$ cat config.mk
export PLATFORM = sky130hd
export DESIGN_NAME = md_alu_sequencer_flat
export DESIGN_NICKNAME = d
export VERILOG_FILES = /design/src/rtl/md_alu_sequencer_if.sv /design/src/rtl/md_alu_sequencer.sv /design/src/flat_wrapper.sv
export SDC_FILE = /design/constraint.sdc
export NUM_CORES = 1
export LEC_CHECK = 0
export ABC_CLOCK_PERIOD_IN_PS = 5000
export BUFFER_PORTS_ARGS = -buffer_cell sky130_fd_sc_hd__buf_2
export CORE_MARGIN = 8
export CORE_UTILIZATION = 30
export CTS_CLUSTER_DIAMETER = 100
export DETAILED_ROUTE_END_ITERATION = 8
export PLACE_DENSITY = 0.47
export SKIP_CTS_REPAIR_TIMING = 1
export SLEW_MARGIN = 0
export SYNTH_ARGS = -nofsm -noshare
export SYNTH_HDL_FRONTEND = slang
export SYNTH_SLANG_ARGS = --single-unit
$ cat constraint.sdc
create_clock -name clk_i -period 5 [get_ports clk_i]
set_clock_uncertainty 0.1 [all_clocks]
set_input_delay 0.75 -clock clk_i [delete_from_list [all_inputs] [get_ports clk_i]]
set_output_delay 0.75 -clock clk_i [all_outputs]
set_load 0.01 [all_outputs]
$ cat src/rtl/md_alu_sequencer_if.sv
// Request/response and shared-ALU signal bundle for md_alu_sequencer.
// "slave" is the sequencer's view; "master" is the view of the pipeline
// logic that issues operations, grants the ALU and returns its result.
interface md_alu_sequencer_if #(
  parameter int Width = 32
);
  // Pipeline control
  logic             flush_i;
  logic             busy_o;

  // Operation request
  logic             req_valid_i;
  logic             req_ready_o;
  logic [1:0]       req_op_i;
  logic [Width-1:0] req_a_i;
  logic [Width-1:0] req_b_i;

  // Result
  logic             resp_valid_o;
  logic             resp_ready_i;
  logic [Width-1:0] resp_data_o;

  // Shared ALU port
  logic             alu_req_o;
  logic             alu_gnt_i;
  logic [Width-1:0] alu_a_o;
  logic [Width-1:0] alu_b_o;
  logic [3:0]       alu_sel_o;
  logic [Width-1:0] alu_res_i;

  modport slave (
    input  flush_i, req_valid_i, req_op_i, req_a_i, req_b_i,
           resp_ready_i, alu_gnt_i, alu_res_i,
    output busy_o, req_ready_o, resp_valid_o, resp_data_o,
           alu_req_o, alu_a_o, alu_b_o, alu_sel_o
  );

  modport master (
    output flush_i, req_valid_i, req_op_i, req_a_i, req_b_i,
           resp_ready_i, alu_gnt_i, alu_res_i,
    input  busy_o, req_ready_o, resp_valid_o, resp_data_o,
           alu_req_o, alu_a_o, alu_b_o, alu_sel_o
  );
endinterface

$ cat src/rtl/md_alu_sequencer.sv
// Iterative unsigned MUL/MULHU/DIVU/REMU sequencer. One add/sub per step is
// borrowed from the shared pipeline ALU; a step only commits when granted.
// Shift/iteration state lives here: hi_q is the accumulator (multiply) or
// partial remainder (divide); lo_q is the multiplier (multiply) or quotient
// (divide). a_q doubles as multiplicand, b_q as divisor.
// Optional build macro: MD_EARLY_OUT_EN -- CHECK finishes trivial operands
// (zero multiply operand, dividend < divisor) without iterating.
module md_alu_sequencer #(
  parameter int Width = 32,
  parameter int CntW  = $clog2(Width)
) (
  input logic clk_i,
  input logic rst_i,
  md_alu_sequencer_if.slave bus
);

  typedef enum logic [1:0] {
    S_IDLE  = 2'd0,
    S_CHECK = 2'd1,
    S_ITER  = 2'd2,
    S_DONE  = 2'd3
  } state_e;

  localparam logic [3:0] SelAdd = 4'b0000;
  localparam logic [3:0] SelSub = 4'b0001;

  state_e           state_q, state_d;
  logic [1:0]       op_q, op_d;
  logic [Width-1:0] a_q, a_d;
  logic [Width-1:0] b_q, b_d;
  logic [Width-1:0] hi_q, hi_d;
  logic [Width-1:0] lo_q, lo_d;
  logic [CntW-1:0]  cnt_q, cnt_d;

  // Opcode bit 1 selects divide; bit 0 selects the high half (MULHU) or
  // the remainder (REMU), both of which live in hi_q at the end.
  logic             is_div;
  logic             sel_hi;
  logic [Width-1:0] rs;
  logic             rem_top;
  logic             take;
  logic             carry;
  logic [Width-1:0] addend;

  assign is_div = op_q[1];
  assign sel_hi = op_q[0];

  // Per-step datapath terms derived from held state and the ALU result.
  always_comb begin
    rs      = {hi_q[Width-2:0], lo_q[Width-1]};
    rem_top = hi_q[Width-1];
    take    = rem_top | (rs >= b_q);
    carry   = (bus.alu_res_i < hi_q);
    addend  = lo_q[0] ? a_q : '0;
  end

  // Next-state, datapath update and all outputs.
  always_comb begin
    // NOTE: every output and next-state value gets a default before the case,
    // so no path through this block leaves a signal unassigned (no latches).
    state_d          = state_q;
    op_d             = op_q;
    a_d              = a_q;
    b_d              = b_q;
    hi_d             = hi_q;
    lo_d             = lo_q;
    cnt_d            = cnt_q;
    bus.req_ready_o  = 1'b0;
    bus.resp_valid_o = 1'b0;
    bus.resp_data_o  = '0;
    bus.busy_o       = (state_q != S_IDLE);
    bus.alu_req_o    = 1'b0;
    bus.alu_a_o      = '0;
    bus.alu_b_o      = '0;
    bus.alu_sel_o    = SelAdd;

    unique case (state_q)
      S_IDLE: begin
        bus.req_ready_o = 1'b1;
        if (bus.req_valid_i) begin
          op_d    = bus.req_op_i;
          a_d     = bus.req_a_i;
          b_d     = bus.req_b_i;
          cnt_d   = '0;
          state_d = S_CHECK;
        end
      end

      S_CHECK: begin
        if (is_div && (b_q == '0)) begin
          lo_d    = '1;
          hi_d    = a_q;
          state_d = S_DONE;
        end
`ifdef MD_EARLY_OUT_EN
        else if (!is_div && ((a_q == '0) || (b_q == '0))) begin
          hi_d    = '0;
          lo_d    = '0;
          state_d = S_DONE;
        end
        else if (is_div && (a_q < b_q)) begin
          lo_d    = '0;
          hi_d    = a_q;
          state_d = S_DONE;
        end
`endif
        else begin
          hi_d    = '0;
          lo_d    = is_div ? a_q : b_q;
          state_d = S_ITER;
        end
      end

      S_ITER: begin
        bus.alu_req_o = 1'b1;
        if (is_div) begin
          bus.alu_sel_o = SelSub;
          bus.alu_a_o   = rs;
          bus.alu_b_o   = b_q;
        end else begin
          bus.alu_sel_o = SelAdd;
          bus.alu_a_o   = hi_q;
          bus.alu_b_o   = addend;
        end
        // A denied cycle leaves every register untouched.
        if (bus.alu_gnt_i) begin
          if (is_div) begin
            hi_d = take ? bus.alu_res_i : rs;
            lo_d = {lo_q[Width-2:0], take};
          end else begin
            hi_d = {carry, bus.alu_res_i[Width-1:1]};
            lo_d = {bus.alu_res_i[0], lo_q[Width-1:1]};
          end
          cnt_d = cnt_q + 1'b1;
          if (cnt_q == CntW'(Width - 1)) begin
            state_d = S_DONE;
          end
        end
      end

      S_DONE: begin
        bus.resp_valid_o = 1'b1;
        bus.resp_data_o  = sel_hi ? hi_q : lo_q;
        if (bus.resp_ready_i) begin
          state_d = S_IDLE;
        end
      end

      default: state_d = S_IDLE;
    endcase

    // A flush beats every transition, including an IDLE accept.
    if (bus.flush_i) begin
      state_d = S_IDLE;
    end
  end

  // State and datapath registers; reset clears everything.
  always_ff @(posedge clk_i or posedge rst_i) begin
    if (rst_i) begin
      // NOTE: sequential state uses non-blocking assignments so every flop
      // samples pre-edge values regardless of statement order.
      state_q <= S_IDLE;
      op_q    <= '0;
      a_q     <= '0;
      b_q     <= '0;
      hi_q    <= '0;
      lo_q    <= '0;
      cnt_q   <= '0;
    end else begin
      state_q <= state_d;
      op_q    <= op_d;
      a_q     <= a_d;
      b_q     <= b_d;
      hi_q    <= hi_d;
      lo_q    <= lo_d;
      cnt_q   <= cnt_d;
    end
  end

endmodule

$ cat src/flat_wrapper.sv
// flat-port wrapper written by rule: the top's interface ports become plain ports
module md_alu_sequencer_flat 
#(
  parameter int Width = 32,
  parameter int CntW  = $clog2(Width)
)
  (clk_i, rst_i, bus_flush_i, bus_req_valid_i, bus_req_op_i, bus_req_a_i, bus_req_b_i, bus_resp_ready_i, bus_alu_gnt_i, bus_alu_res_i, bus_busy_o, bus_req_ready_o, bus_resp_valid_o, bus_resp_data_o, bus_alu_req_o, bus_alu_a_o, bus_alu_b_o, bus_alu_sel_o);
  md_alu_sequencer_if #(.Width(Width)) bus_i ();
  input logic clk_i;
  input logic rst_i;
  input wire logic [$bits(bus_i.flush_i)-1:0] bus_flush_i;
  input wire logic [$bits(bus_i.req_valid_i)-1:0] bus_req_valid_i;
  input wire logic [$bits(bus_i.req_op_i)-1:0] bus_req_op_i;
  input wire logic [$bits(bus_i.req_a_i)-1:0] bus_req_a_i;
  input wire logic [$bits(bus_i.req_b_i)-1:0] bus_req_b_i;
  input wire logic [$bits(bus_i.resp_ready_i)-1:0] bus_resp_ready_i;
  input wire logic [$bits(bus_i.alu_gnt_i)-1:0] bus_alu_gnt_i;
  input wire logic [$bits(bus_i.alu_res_i)-1:0] bus_alu_res_i;
  output wire logic [$bits(bus_i.busy_o)-1:0] bus_busy_o;
  output wire logic [$bits(bus_i.req_ready_o)-1:0] bus_req_ready_o;
  output wire logic [$bits(bus_i.resp_valid_o)-1:0] bus_resp_valid_o;
  output wire logic [$bits(bus_i.resp_data_o)-1:0] bus_resp_data_o;
  output wire logic [$bits(bus_i.alu_req_o)-1:0] bus_alu_req_o;
  output wire logic [$bits(bus_i.alu_a_o)-1:0] bus_alu_a_o;
  output wire logic [$bits(bus_i.alu_b_o)-1:0] bus_alu_b_o;
  output wire logic [$bits(bus_i.alu_sel_o)-1:0] bus_alu_sel_o;
  assign bus_i.flush_i = bus_flush_i;
  assign bus_i.req_valid_i = bus_req_valid_i;
  assign bus_i.req_op_i = bus_req_op_i;
  assign bus_i.req_a_i = bus_req_a_i;
  assign bus_i.req_b_i = bus_req_b_i;
  assign bus_i.resp_ready_i = bus_resp_ready_i;
  assign bus_i.alu_gnt_i = bus_alu_gnt_i;
  assign bus_i.alu_res_i = bus_alu_res_i;
  assign bus_busy_o = bus_i.busy_o;
  assign bus_req_ready_o = bus_i.req_ready_o;
  assign bus_resp_valid_o = bus_i.resp_valid_o;
  assign bus_resp_data_o = bus_i.resp_data_o;
  assign bus_alu_req_o = bus_i.alu_req_o;
  assign bus_alu_a_o = bus_i.alu_a_o;
  assign bus_alu_b_o = bus_i.alu_b_o;
  assign bus_alu_sel_o = bus_i.alu_sel_o;
  md_alu_sequencer #(.Width(Width), .CntW(CntW)) u_core (.clk_i(clk_i), .rst_i(rst_i), .bus(bus_i));
endmodule
---- Word level (Yosys, flattened, before mapping) ----
Cells that the tools add are included.
word-level totals
  register bits after elaboration ......... 137
  input bits .............................. 104
  output and inout bits ................... 104
  logic and storage cells ................. 63
cells by class
  add/sub/neg operators ................... 1
  magnitude comparators ................... 2
  eq/ne operators ......................... 10
  multiplexer cells ....................... 32
  bitwise operators ....................... 1
  reductions and logical operators ........ 10
operators by type and width
  kind                                                             count
  32-bit 2-to-1 mux                                                15
  32-bit one-hot mux with 2 select lines                           2
  32-bit >= comparator                                             1
  32-bit logical NOT                                               1
  32-bit less-than comparator                                      1
  2-bit 2-to-1 mux                                                 5
  5-bit 2-to-1 mux                                                 2
  5-bit one-hot mux with 2 select lines                            1
  3-bit != test, second input constant                             3
  2-bit one-hot mux with 4 select lines                            1
  2-bit nonzero test                                               3
  5-bit by 1-bit adder with 5-bit output, second input constant    1
  5-bit == test, second input constant                             1
  1-bit 2-to-1 mux                                                 5
  2-bit == test, second input constant                             2
  4-bit 2-to-1 mux                                                 1
  2-bit != test, second input constant                             2
  2-bit AND reduction                                              2
  4-bit AND reduction                                              1
  3-bit by 2-bit != test with 1-bit output, second input constant  1
  3-bit AND reduction                                              1
  2-bit by 1-bit == test with 1-bit output, second input constant  1
  2-bit logical NOT                                                1
  1-bit logical AND                                                1
  1-bit bitwise OR                                                 1

---- Longest topological paths before layout ----
Gate-level depths: netlist of the first run.
  depth after elaboration ................. 6
  gate-level depth with buffers ........... 11
  depth with buffers taken out ............ 9

---- Least setup slack after synthesis of the first run ----
Ideal clock, no wire load.
  path kind ............................... register to output
  start point ............................. reg u_core.state_q[0]
  end point ............................... out bus_alu_b_o[10]
  data arrival time ....................... 1.858 ns
  data required time ...................... 4.150 ns
  path slack .............................. 2.292 ns
  stages on the path, launching flop included .. 7
  path buffers ............................ 1
  cells stage by stage .................... dfrtp_1 inv_1 ha_1 inv_2 nor3b_1 clkbuf_1 a22o_1
between the ends
  longest elaborated chain between the ends .. 2
ends and longest elaborated chain
  item                    RTL line                 source
  start, declared         md_alu_sequencer.sv:27   state_e state_q, state_d;
  start signal, assigned  md_alu_sequencer.sv:171  state_q <= state_d;
  2-bit == test           md_alu_sequencer.sv:77   unique case (state_q)
  32-bit 2-to-1 mux       md_alu_sequencer.sv:77
  end, declared           flat_wrapper.sv:25       output wire logic [$bits(bus_i.alu_b_o)-1:0] bus_alu_b_o;
Every way passes these cells.

---- Worst setup path after layout of the first run ----
  start point ............................. reg u_core.state_q[0]
  end point ............................... out bus_alu_b_o[31]
Same word-level chain as after synthesis.

==> summary.txt, run 1 <==
Critical path
  – Worst r2r src: u_core.b_q[5]
  – CP dominant cell by count: buf_4
  – Crit-path max FO: 41
  – Worst Setup End Kind: primary output
  – CP max-delay cell: buf_4
  – R2R depth: 9
  – Crit path DAT: 2.90 ns
  – Reg2reg setup slack: 1.73 ns
  – Critical path required time: 4.15 ns
  – Capture point of the worst reg-to-reg path: u_core.hi_q[6]
  – Startpoint types: flip-flop
  – Crit Path Class: flip-flop to primary output
  – CP cell instances: inv_1 -> ha_2 -> buf_4 -> inv_2 -> nor3b_2 -> buf_4 -> a22o_1 -> buf_2
  – Max incr delay on CP: 0.48 ns

Drt
  – Final ANT Viol Nets: 0
  – Top layer in use: met5
  – Vias per cell: 5.27
  – DR WL met3: 2.21 mm
  – Iteration-0 DRC Markers: 475
  – Vias after detailed routing: 8663
  – DRT Wirelength: 36.1 mm
  – M1 WL: 16.5 mm
  – Drt drc: 0
  – DR pass1 iterations: 6
  – Met2 wire len: 16.7 mm
  – Wire per inst: 21.9 um

Timing
  – Worst Max-Slew Pin Slew: 1.02 ns
  – Hold slack: 0.344 ns
  – Max Fclk: 267 MHz
  – Final setup violation count: 0
  – Fin crit period: 3.75 ns
  – RSZ-0062 raised after global routing: no
  – Max-slew violations: 0
  – Slew HR: 0.317
  – Final hold vios: 0
  – Setup Total Neg Slack: 0 ns
  – Final worst-path cycle share: 0.750

Clocking
  – CTS tree: done
  – Clock transition at path regs: 0.08 ns
  – H-Tree Level Count: 4
  – Clk sink count: 137
  – Clk Latency, worst-skew pair: 0.44 ns
  – CTS buffer count: 17
  – Root Buffer: clkbuf_16
  – Clk buf depth: 2

Power
  – Peak VDD IR: 0.000377 V
  – Overall Power: 7470 uW
  – Comb pwr share: 0.465
  – Clock share of power: 0.201
  – Leakage power: 0.00592 uW
  – Psw: 3230 uW
  – Seq pwr share: 0.334
  – Sw frac: 0.432
  – P_int: 4240 uW
  – PD cells: 622 nW/um2

Hold path
  – Worst hold path class: primary input to async pin

Cells and area
  – Area grow syn2layout: 21.3%
  – Commonest non-fill, non-tap cell in the layout: buf_2
  – Fillers: 3402
  – Most frequent cells in the layout: 204 x buf_2, 135 x dfrtp_1, 114 x nand2_1, 96 x mux2i_1, 69 x ha_1
  – Final #Nets: 1361
  – Final Instance Count excl. Fillers: 1645
  – Layout cell share with drive strength beyond 1: 0.280

Floorplan
  – Initial Util: 0.304
  – Row Count: 66
  – I/O Pins: 208
  – Die ar.: 39000 um2
  – Placeable Area: 32500 um2
  – Die W: 198 um
  – Die Ht: 198 um

Status
  – Status: complete, no violations

Synthesis
  – Synth unique cells: 51
  – Synth Area per Inst: 9.69 um2
  – Commonest register cell after synthesis: dfrtp_1
  – Ys async rst share: 1.00
  – Register area share after synthesis: 0.347
  – Yosys reg bits: 137
  – Mapped Area: 9890 um2
  – EDFF count, synth: 0
  – Syn. warnings: 0
  – Post-synthesis cell count: 1021

GRT
  – Remaining Overflow, GRT: 0
  – Global-route wire length before repair: 55.0 mm
  – Largest net degree at the start of global routing: 76
  – Initial antenna violation count: 10
  – Total Routing Usage GR: 0.182
  – Vias in the first global route: 8940

Placement
  – Placed Instances: 1610
  – Final Wtd Congestion: 0.821
  – Post-DP HPWL: 26.3 mm
  – PortBufs: 204

Job
  – Maxcap violations: 0
## power by group through the flow
stage | Sequential, uW | Combinational (uW) | Clock, uW
floorplan | 2110 | 2720 | 0
global placement | 2500 | 3470 | 0
detailed placement | 2500 | 3480 | 0
CTS | 2490 | 3510 | 1530
global route | 2580 | 3860 | 1570
finish | 2490 | 3470 | 1500
## worst max-delay path: cells and delay by family, from the launching register on
family                     cells  cell delay, ns
buffers and inverters          5            1.35
AOI/OAI and AO/OA              1            0.23
adders and majority gates      1            0.19
DFF                            1            0.41
and+or+nand+nor                1            0.25
## metrics by stage
step | area [um2] | worst slack (ns) | utilization
floorplan | 9900 | 0.482 | -
global placement | 11300 | 1.73 | 0.348
detailed placement | 11300 | 1.72 | 0.348
CTS | 12000 | 1.24 | 0.368
global route | 12000 | 1.09 | 0.369
finish | 12000 | 1.25 | 0.369
## worst max path at each step
stage | from | to | slack [ns] | depth (start not counted)
final | u_core.state_q[0] | bus_alu_b_o[31] | 1.25 | 8
after global routing | u_core.state_q[0] | bus_alu_b_o[31] | 1.09 | 8
after CTS | u_core.state_q[0] | bus_alu_b_o[6] | 1.24 | 8
after detailed placement | u_core.b_q[13] | u_core.hi_q[0] | 1.72 | 10
after global placement | u_core.state_q[0] | bus_alu_b_o[31] | 1.73 | 8
after floorplan | rst_i | u_core.a_q[0] | 0.48 | 1
## layout make-up
| type | instances | area, um2 | share of cell area |
|---|---|---|---|
| inverters | 70 | 268 | 0.0223 |
| repair buffers | 223 | 1160 | 0.0970 |
| well taps | 442 | 553 | 0.0461 |
| clock buffers | 20 | 457 | 0.0381 |
| multi-input cells | 738 | 5890 | 0.491 |
| flip-flops and latches | 137 | 3430 | 0.286 |
| diodes | 4 | 10.0 | 0.000834 |
| clock inverters | 11 | 220 | 0.0184 |
## per-layer routing
layer,vias to the layer above,global-route usage
met5,-,0
met4,12,0.0476
met3,45,0.0441
met2,242,0.292
met1,4255,0.242
li1,4109,-
## cell usage after synthesis (34+ instances only)
library cell	count	area share
nor2b_1	38	0.024
mux2i_1	96	0.097
inv_1	69	0.026
nor2_1	42	0.016
ha_1	70	0.089
nand2_1	115	0.044
dfrtp_1	137	0.35
a22o_1	34	0.030
mux2_2	66	0.075
a21o_1	38	0.029
clkbuf_1	58	0.022
a211oi_1	36	0.027
## sequential cells by signal, indices dropped and copies added (netlist names)
register        flops
u_core.b_q         32
u_core.hi_q        32
u_core.cnt_q        5
u_core.op_q         2
u_core.state_q      2
u_core.lo_q        32
u_core.a_q         32
## cells by family after synthesis
family,Yosys count,synth area share
compound gates,264,0.215
other cells,1,0.000379
simple gates,239,0.115
mux,162,0.172
buf+inv,148,0.0619
fa+ha+maj,70,0.0886
flops,137,0.347
Power figures use the tool's default switching activity.
==> run 2, diff against run 1 <==
Settings changed: ABC_AREA from default to 1, ABC_CLOCK_PERIOD_IN_PS 5000 to 3500.
Clock period 5 ns to 3.5 ns, I/O delays scaled along.
==> run 2 against run 1 <==
  * Sequential share of layout area down 0.48 points
  * Synthesized cell count rose by 42%
  * Critical path type unchanged
  * Non-clock buffer count grew 15
  * Design area increased by 1.6%
  * Setup slack lost 0.92 ns
  * Combinational power up 64%
  * Worst hold slack lost 0.30 ns
  * Critical path depth is 2 lower
  * Synthesized area increased by 2.2%
  * Sequential power up 26%
  * Power grew 41%
  * Die area is 2.0% higher
==> summary.txt, run 2 <==
Clocking
  – Clock transition at path regs: 0.06 ns (-0.02 ns)
  – Clk Latency, worst-skew pair: 0.44 ns (about the same)
  – Clk sink count: 137 (unchanged)
  – CTS buffer count: 17 (unchanged)
  – Clk buf depth: 2 (unchanged)
  – CTS tree: done
  – Root Buffer: clkbuf_16
  – H-Tree Level Count: 4 (unchanged)

Drt
  – Wire per inst: 19.1 um (-13%)
  – Final ANT Viol Nets: 0 (unchanged)
  – Iteration-0 DRC Markers: 658 (+39%)
  – Drt drc: 0 (unchanged)
  – DR pass1 iterations: 5 (-1)
  – DRT Wirelength: 39.5 mm (+9.6%)
  – Vias after detailed routing: 10500 (+21%)
  – Vias per cell: 5.06 (-3.8%)

Synthesis
  – Mapped Area: 10100 um2 (+2.2%)
  – Commonest register cell after synthesis: dfrtp_1
  – Register area share after synthesis: 0.339 (-0.00743)
  – Post-synthesis cell count: 1447 (+42%)
  – Most frequent cells after synthesis: 323 x nand2_1, 188 x a21oi_1, 180 x o21ai_0
  – Area share of the largest cell type after synthesis: 0.339 (-0.00743)
  – EDFF count, synth: 0 (unchanged)
  – Syn. warnings: 0 (unchanged)
  – Count leader, synth: nand2_1
  – Synth unique cells: 40 (-22%)
  – Dominant cells by area after synthesis: dfrtp_1 34%, nand2_1 12%, a21oi_1 9.3%
  – Ys async rst share: 1.00 (unchanged)
  – Synth Area per Inst: 6.98 um2 (-28%)
  – Yosys reg bits: 137 (unchanged)
  – Cell taking the most area after synthesis: dfrtp_1

Timing
  – Worst Max-Slew Pin Slew: 1.14 ns (+0.111 ns)
  – Final hold vios: 0 (unchanged)
  – Fin crit period: 3.17 ns
  – Final setup violation count: 0 (unchanged)
  – Setup Total Neg Slack: 0 ns (unchanged)
  – Worst Setup Slack, final: 0.334 ns (-0.916 ns)
  – RSZ-0062 raised after global routing: no
  – Max Fclk: 316 MHz
  – Max-slew violations: 0 (unchanged)
  – Slew HR: 0.241 (-0.0760)
  – Final worst-path cycle share: 0.905

Status
  – Status: complete, no violations

Critical path
  – Crit path DAT: 2.54 ns (-0.36 ns)
  – Critical path required time: 2.87 ns (-1.28 ns)
  – Reg2reg setup slack: 0.45 ns (-1.28 ns)
  – Capture point of the worst reg-to-reg path: u_core.hi_q[30]
  – Critical Path End: bus_alu_a_o[30]
  – Worst r2r src: u_core.hi_q[18]
  – Crit-path max FO: 28 (-32%)
  – R2R depth: 14 (+5)
  – Crit. Startpoint: u_core.state_q[0]
  – Worst Setup End Kind: primary output
  – Startpoint types: flip-flop
  – Crit Path Class: flip-flop to primary output

Placement
  – PortBufs: 204 (unchanged)
  – Dpl ws: 0.393 ns (-1.33 ns)
  – Placed Instances: 2031 (+26%)
  – Post-DP HPWL: 28.2 mm (+7.5%)
  – Area after DPL: 11600 um2 (+3.0%)
  – Final Wtd Congestion: 0.818 (-0.43%)

Power
  – Peak VDD IR: 0.000528 V (+40%)
  – Overall Power: 10600 uW (+41%)
  – Leakage power: 0.00593 uW (+0.27%)
  – PD cells: 865 nW/um2 (+39%)

Cells and area
  – Commonest non-fill, non-tap cell in the layout: nand2_1
  – Final #Nets: 1776 (+30%)
  – Area grow syn2layout: 20.6%
  – Layout cell share with drive strength beyond 1: 0.195 (-0.0852)
  – Final Instance Count excl. Fillers: 2065 (+26%)
  – Fillers: 3666 (+7.8%)
  – Final instance area: 12200 um2 (+1.6%)
  – Most frequent cells in the layout: 322 x nand2_1, 204 x buf_2, 188 x a21oi_1, 180 x o21ai_0, 135 x dfrtp_1

GRT
  – Remaining Overflow, GRT: 0 (unchanged)
  – Total Routing Usage GR: 0.199 (+0.0175)
  – Global-route wire length before repair: 61.5 mm (+12%)
  – Largest net degree at the start of global routing: 75 (-1.3%)
  – Vias in the first global route: 10500 (+18%)
  – Initial antenna violation count: 2 (-8)

Floorplan
  – Placeable Area: 33400 um2 (+2.5%)
  – Row Count: 67 (+1.5%)
  – I/O Pins: 208 (unchanged)
  – Die W: 200 um (+1.0%)
  – Die Ht: 200 um (+1.0%)
  – Initial Util: 0.303 (-0.00106)
  – Die ar.: 39800 um2 (+2.0%)

Hold path
  – Worst hold path class: primary input to async pin

Job
  – Maxcap violations: 0 (unchanged)
## run 2: worst min-delay path by stage
stage | startpoint | endpoint | slack (ns) | depth (start not counted)
2_1_floorplan | u_core.cnt_q[4] | u_core.cnt_q[4] | 0.35 | 2
3_3_place_gp | u_core.cnt_q[4] | u_core.cnt_q[4] | 0.37 | 2
3_5_place_dp | u_core.cnt_q[4] | u_core.cnt_q[4] | 0.37 | 2
4_1_cts | rst_i | u_core.b_q[25] | 0.04 | 2
5_1_grt | rst_i | u_core.a_q[28] | 0.07 | 2
6_report | rst_i | u_core.b_q[28] | 0.04 | 2
## run 2: per-stage QoR
stage | hold slack, ns | utilization
finish | 0.0395 | 0.365
global route | 0.0666 | 0.365
CTS | 0.0376 | 0.365
detailed placement | 0.371 | 0.349
global placement | 0.370 | 0.349
floorplan | 0.348 | -
## run 2: final cells by class
type	instances	area, um2	share of cell area
Antenna cell	2	5.00	0.000411
Clock buffer	24	472	0.0387
Clock inverter	8	71.3	0.00585
Inverter	124	473	0.0388
Multi-Input combinational cell	1084	5800	0.476
Sequential cell	137	3430	0.281
Tap cell	448	561	0.0460
Timing Repair Buffer	238	1380	0.113
## run 2: critical path, stage by stage (launching register included)
cell	delay (ns)
dfrtp_1	0.40
inv_1	0.18
ha_4	0.32
clkinv_2	0.45
buf_4	0.37
a21oi_1	0.19
buf_2	0.17
## run 2: logic make-up (layout without fill, tap and decap cells)
logic type,after synthesis,in the layout,share of synthesized area
buffers and inverters,228,394,0.0908
other,1,5,0.000371
AND/OR/NAND/NOR,545,545,0.223
flip-flops,137,137,0.339
adder cells (fa/ha/maj),70,70,0.0867
XOR/XNOR,1,1,0.000867
multiplexers,32,32,0.0357
AO/OA/AOI/OAI,433,433,0.223
## run 2: power by group
| part | total (uW) | internal [uW] | switching [uW] |
|---|---|---|---|
| logic | 5680 | 1960 | 3720 |
| registers | 3130 | 2320 | 809 |
| clock network | 1740 | 1010 | 731 |
## run 2: metal layers
layer  track usage  share of wire
met4        0.0548          0.020
met3        0.0370          0.054
met1         0.269           0.46
met2         0.322           0.46
met5             0              0
